**config.mk**
```make
export PLATFORM = sky130hd
export DESIGN_NAME = vga_rx
export DESIGN_NICKNAME = d
export VERILOG_FILES = /design/src/rtl/vga_rx.sv
export SDC_FILE = /design/constraint.sdc
export NUM_CORES = 1
export LEC_CHECK = 0
export ABC_CLOCK_PERIOD_IN_PS = 3300
export BUFFER_PORTS_ARGS = -buffer_cell sky130_fd_sc_hd__buf_4
export CAP_MARGIN = 20
export CORE_UTILIZATION = 33
export CTS_CLUSTER_DIAMETER = 80
export CTS_CLUSTER_SIZE = 8
export DETAILED_ROUTE_END_ITERATION = 7
export SKIP_CTS_REPAIR_TIMING = 1
export SLEW_MARGIN = 10
export SYNTH_ARGS = -nofsm -noshare
export SYNTH_HDL_FRONTEND = slang
export SYNTH_SLANG_ARGS = --single-unit
```
**constraint.sdc**
```tcl
create_clock -name clk_25 -period 3.3 [get_ports clk_25]
set_input_delay 0.495 -clock clk_25 [delete_from_list [all_inputs] [get_ports clk_25]]
set_output_delay 0.495 -clock clk_25 [all_outputs]
set_load 0.01 [all_outputs]
```
**src/rtl/vga_rx.sv**
```systemverilog
// vga_rx: recovers 640x480@60 VGA timing from the sync inputs and reports
// per-pixel coordinates and lit flags, plus a lit-pixel count per complete frame.
// Optional feature: define VGA_RX_TIMING_CHECK_EN to enable timing-violation
// checks (err_count and forced loss of lock). When the macro is undefined,
// err_count is tied to 0 and lock is lost only on reset.
// The timing parameters default to the standard 640x480 geometry.
module vga_rx #(
  parameter logic [9:0] H_ACTIVE     = 10'd640,
  parameter logic [9:0] H_SYNC_START = 10'd656,
  parameter logic [9:0] H_TOTAL      = 10'd800,
  parameter logic [9:0] V_ACTIVE     = 10'd480,
  parameter logic [9:0] V_SYNC_START = 10'd490,
  parameter logic [9:0] V_TOTAL      = 10'd525
`ifdef VGA_RX_TIMING_CHECK_EN
  ,
  parameter logic [9:0] H_SYNC_END   = 10'd752,
  parameter logic [9:0] V_SYNC_END   = 10'd492
`endif
) (
  input  logic        clk_25,
  input  logic        rst_n,
  input  logic [11:0] vga_colors,
  input  logic        vga_hs,
  input  logic        vga_vs,
  output logic        locked,
  output logic        pix_valid,
  output logic [9:0]  pix_col,
  output logic [9:0]  pix_row,
  output logic        pix_on,
  output logic        frame_done,
  output logic [18:0] frame_lit,
  output logic [7:0]  err_count
);

  typedef enum logic [1:0] {
    UNLOCKED = 2'd0,
    HLOCK    = 2'd1,
    LOCKED   = 2'd2
  } state_t;

  localparam logic [9:0] H_LAST = H_TOTAL - 10'd1;
  localparam logic [9:0] V_LAST = V_TOTAL - 10'd1;
  localparam logic [9:0] H_ACT_LAST = H_ACTIVE - 10'd1;
  localparam logic [9:0] V_ACT_LAST = V_ACTIVE - 10'd1;

  state_t      state, state_nxt;

  logic [11:0] colors_p0;
  logic        hs_p0, vs_p0;

  logic        hs_p1, vs_p1, lit_p1;
  logic [9:0]  col_p1, row_p1;

  logic [9:0]  col_pred, row_pred, col_nxt, row_nxt;
  logic        hs_fall, vs_fall;
  logic        viol;

  logic        vld_p2, on_p2, lock_p2;
  logic [9:0]  col_p2, row_p2;

  logic        first_px, last_px;
  logic [18:0] acc, acc_sum;
  logic        frame_ok;
  logic        done_p3;
  logic [18:0] lit_p3;

  // ---- Stage p0: single input register; all detection uses these samples ----
  // Capture the raw VGA inputs.
  always_ff @(posedge clk_25 or negedge rst_n) begin
    if (!rst_n) begin
      colors_p0 <= '0;
      hs_p0     <= 1'b0;
      vs_p0     <= 1'b0;
    end else begin
      colors_p0 <= vga_colors;
      hs_p0     <= vga_hs;
      vs_p0     <= vga_vs;
    end
  end

  // Predict the coordinate of the p0 sample from the previous one, then apply
  // the sync reloads. hs_p1/vs_p1 hold the previous sample for edge detection.
  always_comb begin
    col_pred = (col_p1 == H_LAST) ? 10'd0 : col_p1 + 10'd1;
    row_pred = row_p1;
    if (col_p1 == H_LAST) begin
      row_pred = (row_p1 == V_LAST) ? 10'd0 : row_p1 + 10'd1;
    end
    hs_fall = hs_p1 & ~hs_p0;
    vs_fall = vs_p1 & ~vs_p0;
    // Both reloads are independent, so a coincident hs/vs fall applies both.
    col_nxt = hs_fall ? H_SYNC_START : col_pred;
    row_nxt = (vs_fall && (state != UNLOCKED)) ? V_SYNC_START : row_pred;
  end

`ifdef VGA_RX_TIMING_CHECK_EN
  logic       hs_rise, vs_rise, lit_p0;
  logic [7:0] err_q;

  // Flag any sync edge or lit sample that disagrees with the recovered timing.
  always_comb begin
    hs_rise = ~hs_p1 & hs_p0;
    vs_rise = ~vs_p1 & vs_p0;
    lit_p0  = |colors_p0;
    viol    = 1'b0;
    if (state != UNLOCKED) begin
      if (hs_fall && (col_pred != H_SYNC_START)) viol = 1'b1;
      if (hs_rise && (col_pred != H_SYNC_END))   viol = 1'b1;
      if (state == LOCKED) begin
        if (vs_fall && ((row_pred != V_SYNC_START) || (col_pred != 10'd0))) viol = 1'b1;
        if (vs_rise && ((row_pred != V_SYNC_END) || (col_pred != 10'd0)))   viol = 1'b1;
        if (lit_p0 && ((col_nxt >= H_ACTIVE) || (row_nxt >= V_ACTIVE)))     viol = 1'b1;
      end
    end
  end

  // Saturating count of flagged violations.
  always_ff @(posedge clk_25 or negedge rst_n) begin
    if (!rst_n) begin
      err_q <= 8'd0;
    end else if (viol && (err_q != 8'hFF)) begin
      err_q <= err_q + 8'd1;
    end
  end

  assign err_count = err_q;
`else
  assign viol      = 1'b0;
  assign err_count = 8'd0;
`endif

  // Lock FSM next state: hs fall gives column lock, vs fall gives full lock,
  // any violation drops straight back to UNLOCKED.
  always_comb begin
    state_nxt = state;
    case (state)
      UNLOCKED: if (hs_fall) state_nxt = HLOCK;
      HLOCK:    if (vs_fall) state_nxt = LOCKED;
      LOCKED:   state_nxt = LOCKED;
      default:  state_nxt = UNLOCKED;
    endcase
    if (viol) state_nxt = UNLOCKED;
  end

  // ---- Stage p1: recovered coordinate and lock state per sample ----
  // FSM state, coordinate counters and the delayed sample.
  always_ff @(posedge clk_25 or negedge rst_n) begin
    if (!rst_n) begin
      state  <= UNLOCKED;
      col_p1 <= 10'd0;
      row_p1 <= 10'd0;
      hs_p1  <= 1'b0;
      vs_p1  <= 1'b0;
      lit_p1 <= 1'b0;
    end else begin
      state  <= state_nxt;
      col_p1 <= col_nxt;
      row_p1 <= row_nxt;
      hs_p1  <= hs_p0;
      vs_p1  <= vs_p0;
      lit_p1 <= |colors_p0;
    end
  end

  assign locked = (state == LOCKED);

  // ---- Stage p2: registered pixel outputs ----
  // Qualify the sample against the active area and lock state.
  always_ff @(posedge clk_25 or negedge rst_n) begin
    if (!rst_n) begin
      vld_p2  <= 1'b0;
      on_p2   <= 1'b0;
      lock_p2 <= 1'b0;
      col_p2  <= 10'd0;
      row_p2  <= 10'd0;
    end else begin
      vld_p2  <= (state == LOCKED) && (col_p1 < H_ACTIVE) && (row_p1 < V_ACTIVE);
      on_p2   <= (state == LOCKED) && (col_p1 < H_ACTIVE) && (row_p1 < V_ACTIVE) && lit_p1;
      lock_p2 <= (state == LOCKED);
      col_p2  <= col_p1;
      row_p2  <= row_p1;
    end
  end

  assign pix_valid = vld_p2;
  assign pix_on    = on_p2;
  assign pix_col   = col_p2;
  assign pix_row   = row_p2;

  // Running lit count; pixel (0,0) restarts it so the sum includes that pixel.
  always_comb begin
    first_px = vld_p2 && (col_p2 == 10'd0) && (row_p2 == 10'd0);
    last_px  = vld_p2 && (col_p2 == H_ACT_LAST) && (row_p2 == V_ACT_LAST);
    acc_sum  = (first_px ? 19'd0 : acc) + {18'd0, on_p2};
  end

  // ---- Stage p3: frame accounting ----
  // A frame counts only if lock held from (0,0) through the last active pixel.
  always_ff @(posedge clk_25 or negedge rst_n) begin
    if (!rst_n) begin
      acc      <= 19'd0;
      frame_ok <= 1'b0;
      done_p3  <= 1'b0;
      lit_p3   <= 19'd0;
    end else begin
      done_p3 <= 1'b0;
      if (!lock_p2) begin
        acc      <= 19'd0;
        frame_ok <= 1'b0;
      end else if (vld_p2) begin
        acc <= acc_sum;
        if (first_px) frame_ok <= 1'b1;
        if (last_px && (frame_ok || first_px)) begin
          done_p3 <= 1'b1;
          lit_p3  <= acc_sum;
        end
      end
    end
  end

  assign frame_done = done_p3;
  assign frame_lit  = lit_p3;

endmodule

```
# == Yosys cells after proc, flatten, opt, wreduce, memory -nomap -nowiden ==
# Cells that the tools add are included.
# word_totals
regBits,102
elab_cells,73
# classes
add_sub_neg,3
order_cmp,2
eq_ne,10
n_mux,17
n_bitwise,4
reduce_logical,19
# op_table
op,n
19-bit 2-to-1 mux,3
10-bit 2-to-1 mux,5
"10-bit == test, second input constant",3
"10-bit by 1-bit adder with 10-bit output, second input constant",2
10-bit zero test,2
19-bit by 1-bit adder with 19-bit output,1
12-bit OR reduction,1
"10-bit by 9-bit == test with 1-bit output, second input constant",1
"10-bit less-than comparator, second input constant",1
"10-bit by 9-bit less-than comparator with 1-bit output, second input constant",1
1-bit logical AND,9
1-bit 2-to-1 mux,6
"2-bit inequality test, second input constant",3
2-bit one-hot mux with 3 select lines,1
2-bit 2-to-1 mux,2
2-bit AND reduction,2
2-bit nonzero test,2
3-bit AND reduction,1
1-bit AND,2
"2-bit by 1-bit == test with 1-bit output, second input constant",1
"2-bit == test, second input constant",1
2-bit zero test,1
"2-bit by 1-bit inequality test with 1-bit output, second input constant",1
1-bit NOT,2
1-bit logical OR,1

# == Longest topological paths before layout ==
# depth
depth_word,8
mapped_depth,13
mapped_depth_nobuf,11

# == Worst setup path before layout ==
# No wires, ideal clock.
# synth_path
path_kind,reg-to-reg
from,register col_p2[8] (netlist: pix_col[8])
to,register acc[18]
setup_ps,120
t_arrival_ps,2658
required_time_ps,3180
path_slack_ps,522
path_stages_with_launch,14
period_less_slack_ps,2778
path_cell_list,dfrtp_1 -> nand2b_1 -> or4_1 -> buf_2 -> nor2_8 -> buf_6 -> nor2b_1 -> ha_1 -> ha_1 -> nand4_1 -> nor3_2 -> and3_1 -> and4b_1 -> a31o_2
# synth_between
elab_chain_len,7
# synth_rtl
element,line_no,rtl
"start, declared",59,"logic [9:0] col_p2, row_p2;"
"start signal, assigned",180,col_p2 <= col_p1;
10-bit zero test,192,first_px = vld_p2 && (col_p2 == 10'd0) && (row_p2 == 10'd0);
1-bit logical AND (2 in series),192,
19-bit 2-to-1 mux,194,"acc_sum = (first_px ? 19'd0 : acc) + {18'd0, on_p2};"
19-bit by 1-bit adder with 19-bit output,194,
19-bit 2-to-1 mux,210,end else if (vld_p2) begin
19-bit 2-to-1 mux,207,if (!lock_p2) begin
"end signal, assigned",211,acc <= acc_sum;
"end, declared",62,"logic [18:0] acc, acc_sum;"
# Every way passes these cells. The select of a mux whose other input is x is not followed.
# A chain may end at the register's enable or synchronous reset.

# == Worst setup path after layout ==
# layout_path
from,register col_p2[3] (netlist: pix_col[3])
to,register acc[18]
# Same word-level chain as after synthesis.

==> impl_results.md <==
* GRT Overall Usage at roughly 15%
* WL/cell at between 15 and 20 um
* Worst path bufs/invs at 0
* Slew headroom at around 46%
* Post-synthesis sequential area ratio at 56.42%
* Post-DP HPWL at slightly above 7000 um
* Cell area power density at between 500 and 600 mW/mm^2
* Post-Route WL at 10080 um
* Crit path max-delay family: simple AND/OR/NAND/NOR gates
* Slowest CP cell: dfrtp_1
* Crit path max fanout at 7
* Outcome: complete, no violations
* Area Growth Syn to Fin at 19.80%
* Max H-tree Level at 3
* Critical Path RT at between 3 and 4 ns
* Worst-path clk slew at 0.07 ns
* Layout net count at around 480
* Number of enable flip-flop cells after synthesis at 0
* Worst-margin pin slew at slightly above 0.8 ns
* Vias at roughly 3200
* Avg Synthesized Cell Area at 11.54 um^2
* First-pass GRT wire length at between 15000 and 20000 um
* Setup violations, final at 0
* Post-Syn Instances at 392
* Final core occ at 40.77%
* Fin cells at around 630
* P_sw at between 0.0007 and 0.0008 W
* Crit path launch type: register
* Ant. Diodes at 0
* Congestion Overflow GR at 0
* DR pass1 iterations at 4
* Worst setup EP type: register
* Mapped cell area at roughly 0.0045 mm^2
* DR iter-0 viols at around 130
* Share of post-route cells with drive strength above 1 at a little over a fifth
* Initial Util at 34.03%
* Clk_skew at between 0.008 and 0.009 ns
* RSZ-0062 raised after global routing: false
* Logic pwr share at a little under an eighth
* Drt via density at about 5.1
* Reg power frac at roughly half
* Maximum vdd drop at 0.0003897 V
* Die area at roughly 0.014 mm^2
* Die width at 119.1 um
* Ys Warns at 0
* #FFs+latches synth at 102
* Max-cap violations at 0
* Post-synthesis cell type count at 54
* Core Rows at 42
* Maximum number of pins on one net before global-route repair at 64
* Top_reg_cell synth: dfrtp_1
* CTS tree: done
* I/O pin cnt at 67
* Root Buffer: clkbuf_16
* Crit share post-route at about nine tenths
* Pint at roughly 0.0020 W
* Setup tns final at 0 ns
* Vias in the first global route at about 3200
* Max clock buf depth at 2
* Max incr delay on CP at approximately 0.39 ns
* I/O Buffers at 58
* Clk_lat worst skew at 0.35 ns
* Final min period at slightly below 3 ns
* Antenna Nets Post-Route at 0
* Crit path DAT at 3.18 ns
* LEAKAGE at 2.425 nW
* Final Hold Fails at 0
* Drt drc at 0
* Critical path class: register to register
* Ys async rst share at 100.0%
* Placed cell count at 618
* TritonCTS Buffers at 9
* Die height at about 120 um
* Switching fraction of total power at between 20% and 30%
* Routability cong. at between 0.8 and 0.9
* Core Region at between 0.01 and 0.015 mm^2
* Hold crit path type: input port to asynchronous set/reset pin
* Crit-path cells: nor4_1 > nand4_1 > nor2_8 > nor2b_1 > ha_1 > ha_1 > nand4_1 > nor3_2 > and3_1 > and4b_1 > a31o_2
* Clock Power Share at 38.1%
* FMAX at roughly 340 MHz
* Slew Limit Fails at 0
* Initial antenna violation count at 0
* Clock net sink count at roughly 100
cell families (layout without fill, tap and decap cells):
family	count (synthesis)	count (layout)	share of synthesized area, %
AOI/OAI and AO/OA	78	78	11.78
buffers and inverters	27	86	3.208
xor gates and xnor gates	24	24	4.646
muxes	12	12	2.987
and+or+nand+nor	140	140	18.67
adders and majority gates	8	8	2.212
other	1	8	0.08289
DFF	102	102	56.42
Yosys cell counts (4+ instances only):
master / count / area [um^2]
xor2_1: 9 / 78.83
buf_2: 5 / 25.02
nand3_1: 12 / 60.06
mux2_2: 8 / 90.09
a21oi_1: 7 / 35.03
o21ai_0: 37 / 185.2
buf_4: 8 / 60.06
and3_1: 19 / 118.9
nor3_1: 5 / 25.02
nand2_1: 20 / 75.07
dfrtp_1: 102 / 2552
and4_1: 4 / 35.03
nor3b_1: 4 / 30.03
clkbuf_1: 7 / 26.28
a32o_1: 6 / 60.06
nor4b_1: 6 / 52.55
nand2b_1: 4 / 25.02
and2_1: 4 / 25.02
nor4_1: 9 / 56.30
ha_1: 8 / 100.1
nand4_1: 12 / 75.07
nor2b_1: 9 / 56.30
a31o_1: 7 / 61.31
inv_1: 6 / 22.52
nor2_1: 18 / 67.56
xnor2_1: 15 / 131.4
layer usage:
metal,GRT usage [%],vias to the layer above,routed length [um]
met5,0,-,0
met4,4.826,0,91
met3,5.316,9,570
met2,25.80,65,5167
met1,18.26,1601,4251
li1,-,1542,-
cell usage in the layout (no fill, tap or decap), types with 8 or more instances in the layout:
master,Yosys,final
clkbuf_16,0,9
mux2_2,8,8
nand4_1,12,12
nand3_1,12,12
conb_1,1,8
xnor2_1,15,15
buf_4,8,64
and3_1,19,19
o21ai_0,37,37
nor2b_1,9,9
ha_1,8,8
nor2_1,18,18
xor2_1,9,9
dfrtp_1,102,102
nor4_1,9,9
nand2_1,20,20
sequential cells by signal, summed over array words and instances (netlist names):
signal / count
hs_p0: 1
colors_p0: 12
row_p1: 10
lit_p1: 1
state: 2
frame_lit: 19
pix_valid: 1
acc: 19
pix_on: 1
lock_p2: 1
frame_done: 1
pix_row: 10
pix_col: 10
frame_ok: 1
vs_p0: 1
col_p1: 10
hs_p1: 1
vs_p1: 1
final cells by class:
cell class,count,area [um^2]
tap,176,220.2
timing repair buffer,64,480.5
fill,1284,7875
sequential,102,2552
clock buffer,10,239.0
clock inverter,6,52.55
multi-input combinational,270,1853
inverter,6,22.52
power groups by stage:
stage | sequential (W) | combinational [W] | clock, W
after floorplan | 0.00140 | 0.000164 | 0
after global placement | 0.00140 | 0.000308 | 0
after detailed placement | 0.00140 | 0.000320 | 0
after CTS | 0.00138 | 0.000321 | 0.00108
after global routing | 0.00139 | 0.000349 | 0.00114
final | 0.00138 | 0.000314 | 0.00104
path summary, 6_finish.rpt:
check / start / endpoint / slack (ns) / cells after the start
worst min register to register: vs_p0 / vs_p1 / 0.37 / 0
max in group asynchronous: rst_n / colors_p0[8] / 2.25 / 2
worst max register to register: pix_col[3] / acc[18] / 0.36 / 11
worst max-delay path: pix_col[3] / acc[18] / 0.36 / 11
min in group clk_25: vga_hs / hs_p0 / 0.25 / 1
worst min-delay path: rst_n / frame_lit[6] / 0.24 / 1
metrics by stage:
step	instance area, um^2	worst slack, ns	total power, W	hold slack (ns)
after detailed placement	5129	0.3580	0.001721	0.3666
after global routing	5420	0.1506	0.002875	0.2259
final	5420	0.3615	0.002732	0.2356
after global placement	5129	0.4518	0.001708	0.3550
after CTS	5420	0.3370	0.002778	0.2325
after floorplan	4551	0.5218	0.001563	0.1994
No activity file was read; power rests on OpenSTA's default activity.
